==> src/rtl/fetch_unit.sv <==
// Instruction fetch initiator: drives word-aligned fetch addresses, captures the
// 1-cycle registered memory response into a 2-entry FIFO, and hands it to decode.
module fetch_unit #(
  parameter int unsigned       ADDR_W    = 32,
  parameter int unsigned       INSTR_W   = 32,
  parameter logic [ADDR_W-1:0] RESET_PC  = '0,
  parameter int unsigned       BUF_DEPTH = 2
) (
  input  logic               clk,
  input  logic               areset,
  output logic [ADDR_W-1:0]  o_req_addr,
  output logic               o_req_valid,
  input  logic [INSTR_W-1:0] i_res_data,
  output logic               o_instr_valid,
  output logic [INSTR_W-1:0] o_instr,
  output logic [ADDR_W-1:0]  o_instr_pc,
  input  logic               i_instr_ready,
  input  logic               i_redirect,
  input  logic [ADDR_W-1:0]  i_redirect_addr
);

  logic [ADDR_W-1:0]  pc;
  logic [ADDR_W-1:0]  inflight_pc;
  logic               inflight;
  logic [INSTR_W-1:0] fifo_instr [BUF_DEPTH];
  logic [ADDR_W-1:0]  fifo_pc    [BUF_DEPTH];
  logic               rd_ptr;
  logic               wr_ptr;
  logic [1:0]         count;
  logic               deq;
  logic               issue;
  logic               wr;
  logic [2:0]         credit;
  logic               unused_redirect_lsbs;

  assign unused_redirect_lsbs = ^i_redirect_addr[1:0];

  // Credits: buffered + in-flight after this cycle's dequeue must leave room
  // for the fetch we are about to issue, so the FIFO can never overflow.
  always_comb begin
    deq    = (count != 2'd0) && i_instr_ready;
    credit = {1'b0, count} + {2'b00, inflight} - {2'b00, deq};
    issue  = !areset && !i_redirect && (credit < 3'd2);
    wr     = inflight && !i_redirect;
  end

  always_ff @(posedge clk or posedge areset) begin
    if (areset) begin
      pc          <= RESET_PC;
      inflight    <= 1'b0;
      inflight_pc <= '0;
      rd_ptr      <= 1'b0;
      wr_ptr      <= 1'b0;
      count       <= '0;
      for (int unsigned i = 0; i < BUF_DEPTH; i++) begin
        fifo_instr[i] <= '0;
        fifo_pc[i]    <= '0;
      end
    end else if (i_redirect) begin
      // Redirect squashes the in-flight response and empties the FIFO.
      pc       <= {i_redirect_addr[ADDR_W-1:2], 2'b00};
      inflight <= 1'b0;
      rd_ptr   <= 1'b0;
      wr_ptr   <= 1'b0;
      count    <= '0;
    end else begin
      assert (!(wr && count == 2'd2));
      inflight <= issue;
      if (issue) begin
        pc          <= pc + ADDR_W'(4);
        inflight_pc <= pc;
      end
      if (wr) begin
        fifo_instr[wr_ptr] <= i_res_data;
        fifo_pc[wr_ptr]    <= inflight_pc;
        wr_ptr             <= ~wr_ptr;
      end
      if (deq) begin
        rd_ptr <= ~rd_ptr;
      end
      count <= count + {1'b0, wr} - {1'b0, deq};
    end
  end

  always_comb begin
    o_req_addr    = pc;
    o_req_valid   = issue;
    o_instr_valid = (count != 2'd0);
    o_instr       = fifo_instr[rd_ptr];
    o_instr_pc    = fifo_pc[rd_ptr];
  end

endmodule

==> config.mk <==
export PLATFORM = sky130hd
export DESIGN_NAME = fetch_unit
export DESIGN_NICKNAME = d
export VERILOG_FILES = /design/src/rtl/fetch_unit.sv
export SDC_FILE = /design/constraint.sdc
export NUM_CORES = 1
export LEC_CHECK = 0
export ABC_AREA = 0
export CORE_MARGIN = 2
export CORE_UTILIZATION = 52
export DETAILED_ROUTE_END_ITERATION = 12
export GPL_TIMING_DRIVEN = 0
export HOLD_SLACK_MARGIN = 0.12
export PLACE_DENSITY = 0.85
export RECOVER_POWER = 100
export SYNTH_ARGS = -nofsm -noshare
export SYNTH_HDL_FRONTEND = slang
export SYNTH_SLANG_ARGS = --single-unit
export TNS_END_PERCENT = 5
==> constraint.sdc <==
create_clock -name clk -period 7.06 [get_ports clk]
set_clock_uncertainty 0.05 [all_clocks]
set_input_delay 1.412 -clock clk [delete_from_list [all_inputs] [get_ports clk]]
set_output_delay 1.412 -clock clk [all_outputs]
set_load 0.02 [all_outputs]
==> key figures <==
Detailed routing
  – Total Wirelength: 20700 µm
  – Vias/cell: 5.59
  – TritonRoute pass-1 iters: 5
  – DRC: 0
  – Routed len/inst: 18.6 µm
  – Antenna Nets Post-Route: 0
  – Via count: 6251
  – 1st-iter DRT viols: 467

Power
  – Register share of total power: 38.6%
  – Total power: 0.00481 W
  – Internal cell power: 0.00311 W
  – Clock power share: 20.9%
  – Comb pwr share: 40.4%
  – Worst vdd ir: 0.208 mV
  – Switching Power: 0.00170 W
  – Leak pwr: 5.07 nW
  – Cell Pwr Density: 435 mW/mm²
  – Switching share of power: 35.4%

Floorplan
  – Core ar.: 0.0160 mm²
  – Starting Density: 53.6%
  – # rows: 46
  – Io pins: 166
  – Total Die Area: 0.0175 mm²
  – Die X-Extent: 132 µm
  – Die Span Y: 132 µm

STA
  – Final hold viol count: 0
  – RSZ-0062 raised after global routing: no
  – Fin crit period: 6.54 ns
  – Period Utilization, post-route: 92.6%
  – WHS: 0.450 ns
  – Slew margin rel.: -160%
  – Worst slew pin tran: 3.88 ns
  – Fmax: 153 MHz
  – Final Max Slew Viols: 88
  – # setup viols final: 0

Layout
  – Register area: 0.00473 mm²
  – Final Cell Area: 0.0111 mm²
  – # fillers: 1211
  – Share of post-route cells with drive strength above 1: 25.2%
  – Ant. Diodes: 0
  – Final design utilization: 69.2%
  – Multi-input logic area: 0.00361 mm²
  – Area added between synthesis and finish: 28.9%
  – Fin nets: 962

Yosys
  – Synthesized cell area: 0.00858 mm²
  – Sequential fraction of the synthesis area: 55.1%
  – Fraction of registers with async set/reset: 100%
  – Yosys warnings: 0
  – Post-synth EDFFs: 0
  – Yosys reg bits: 189
  – Cell variety after synth: 49
  – Syn avg cell area: 12.1 µm²
  – Syn Inst Count: 708
  – Most common flop cell mapped by yosys: dfrtp_1

Job
  – Max_cap viols: 1

Clocking
  – Total CTS buffers: 17
  – CTS Root Cell: clkbuf_16
  – CTS Buffer Depth: 2
  – Clock tree from TritonCTS: built
  – Post-CTS Hold Buffers: 0
  – Post-CTS Setup Bufs: 0
  – Clk slew on worst S/H paths: 0.07 ns
  – Clock tree sinks: 189
  – Worst-Skew Late Latency: 0.43 ns
  – # H-tree levels: 4
  – Post-CTS sizing: 0

Worst hold path
  – Worst hold-check path type: reg -> reg

Global route
  – Global Route Usage Sum: 24.3%
  – Total gr overflow: 0
  – Vias in the first global route: 6552
  – First-pass GRT wire length: 33700 µm
  – Largest net degree at the start of global routing: 103
  – Initial antenna violation count: 0

Status
  – Outcome: finished with violations
  – Failing checks: capacitance limit, slew limit

Placement
  – HPWL after DPL: 14400 µm
  – Area after DPL: 0.0105 mm²
  – IO buf count: 158
  – Final RePlAce weighted congestion: 0.899

Setup path
  – Crit path capture type: output port
  – Crit path kind: in -> out
  – Setup crit start kind: primary input
  – CP arrival: 5.08 ns
  – Critical path fanouts, max: 10
  – CP required: 5.60 ns
==> worst max-delay path, stage by stage <==
cell and delay, ns:
clkdlybuf4s50_1 0.45, and2_0 0.21, ha_1 0.25, nand2b_1 0.15
fa_1 0.37, xor2_1 0.15, or4b_1 0.54, clkbuf_1 0.26
buf_2 0.26, clkbuf_1 0.27, inv_1 0.10, clkdlybuf4s50_1 0.65
==> power by group through the flow <==
stage | clock, W | sequential (W) | combinational, W
2_1_floorplan | 0 | 0.00182 | 0.00125
3_3_place_gp | 0 | 0.00184 | 0.00202
3_5_place_dp | 0 | 0.00187 | 0.00207
4_1_cts | 0.00102 | 0.00186 | 0.00208
5_1_grt | 0.00106 | 0.00192 | 0.00209
6_report | 0.00101 | 0.00186 | 0.00195
==> stage by stage <==
step	setup slack [ns]	instances	setup TNS, ns
floorplan	0.456	711	0
global placement	-1.94	1085	-364.11
detailed placement	0.750	1086	0
CTS	0.745	1118	0
global route	0.302	1118	0
finish	0.519	1118	0
==> sequential cells by signal, summed over array words and instances, names as in the netlist <==
| register | count |
|---|---|
| inflight_pc | 30 |
| inflight | 1 |
| count | 2 |
| rd_ptr | 1 |
| fifo_instr | 64 |
| wr_ptr | 1 |
| fifo_pc | 60 |
| o_req_addr | 30 |
==> per-layer routing <==
layer	up-vias	part of all wire [%]	track usage (%)
met5	-	0	0
met3	32	8.0	5.13
met1	3073	42	32.5
met4	0	1.9	9.38
met2	291	48	39.1
li1	2855	-	-
==> cell usage after synthesis, types with 2 or more instances <==
cell type | instances | area [µm²]
clkbuf_1 | 24 | 90.1
o211ai_1 | 5 | 37.5
buf_4 | 6 | 45.0
mux2_2 | 186 | 2090
or3_1 | 2 | 12.5
a31oi_1 | 2 | 12.5
and4_1 | 3 | 26.3
nor3_1 | 4 | 20.0
o21ai_0 | 18 | 90.1
nand2b_1 | 4 | 25.0
inv_1 | 9 | 33.8
xnor2_1 | 4 | 35.0
a21oi_1 | 8 | 40.0
a22oi_1 | 7 | 52.6
nand3_1 | 19 | 95.1
o21bai_1 | 3 | 22.5
mux2i_1 | 2 | 20.0
nand4_1 | 5 | 31.3
a211o_1 | 2 | 17.5
ha_1 | 4 | 50.1
nor3b_1 | 2 | 15.0
nor2_1 | 16 | 60.1
buf_2 | 12 | 60.1
nand2_1 | 125 | 469
nor2b_1 | 2 | 12.5
xor2_1 | 3 | 26.3
a32oi_1 | 3 | 26.3
and3_1 | 6 | 37.5
a221o_1 | 5 | 50.1
o311ai_0 | 5 | 43.8
or4_1 | 5 | 37.5
dfrtp_1 | 189 | 4730
and2_1 | 2 | 12.5
==> final timing paths <==
kind                       slack, ns                         from                     endpoint  cells past startpoint
min in group asynchronous       2.62                       areset           inflight$_DFF_PP0_                      2
min reg2reg                     0.45  inflight_pc[24]$_DFFE_PP0P_  inflight_pc[24]$_DFFE_PP0P_                      2
max in group asynchronous       2.62                       areset   fifo_instr[45]$_DFFE_PP0P_                      2
max                             0.52                i_instr_ready                  o_req_valid                     12
max reg2reg                     2.96           count[1]$_DFF_PP0_  inflight_pc[12]$_DFFE_PP0P_                     12
min                             0.45  inflight_pc[24]$_DFFE_PP0P_  inflight_pc[24]$_DFFE_PP0P_                      2
==> final cells by class <==
cell class	instances	area share (%)
Tap cell	216	2.44
Timing Repair Buffer	159	14.5
Clock inverter	14	1.64
Clock buffer	18	3.97
Buffer	44	1.67
Sequential cell	189	42.7
Multi-Input combinational cell	468	32.6
Inverter	10	0.351
==> cell families after synthesis <==
kind of cell | Yosys count | share of synthesized area, %
adder cells (fa/ha/maj) | 5 | 0.816
AO/OA/AOI/OAI | 62 | 4.97
multiplexers | 188 | 24.6
AND/OR/NAND/NOR | 202 | 10.8
flip-flops | 189 | 55.1
XOR/XNOR | 7 | 0.714
buffers and inverters | 54 | 2.89
other | 1 | 0.0437
==> placed cells by master (no fill, tap or decap), types with 3 or more instances in the layout <==
master,Yosys,final
o311ai_0,5,6
and3_1,6,6
nor2_1,16,16
dfrtp_1,189,189
a32oi_1,3,3
a22oi_1,7,7
conb_1,1,4
o21ai_0,18,18
xnor2_1,4,4
inv_6,0,4
o211ai_1,5,5
xor2_1,3,3
nand2_1,125,125
and4_1,3,3
clkbuf_16,0,17
or4_1,5,5
clkbuf_1,24,38
buf_4,6,5
inv_1,9,9
o21bai_1,3,3
clkdlybuf4s50_1,0,64
and2_0,1,3
nor3_1,4,4
nand3_1,19,19
nand2b_1,4,4
ha_1,4,4
a21oi_1,8,8
nand4_1,5,5
dlygate4sd3_1,0,94
a221o_1,5,5
mux2_2,186,184
bufinv_16,0,3
(Power assumes the default switching activity.)
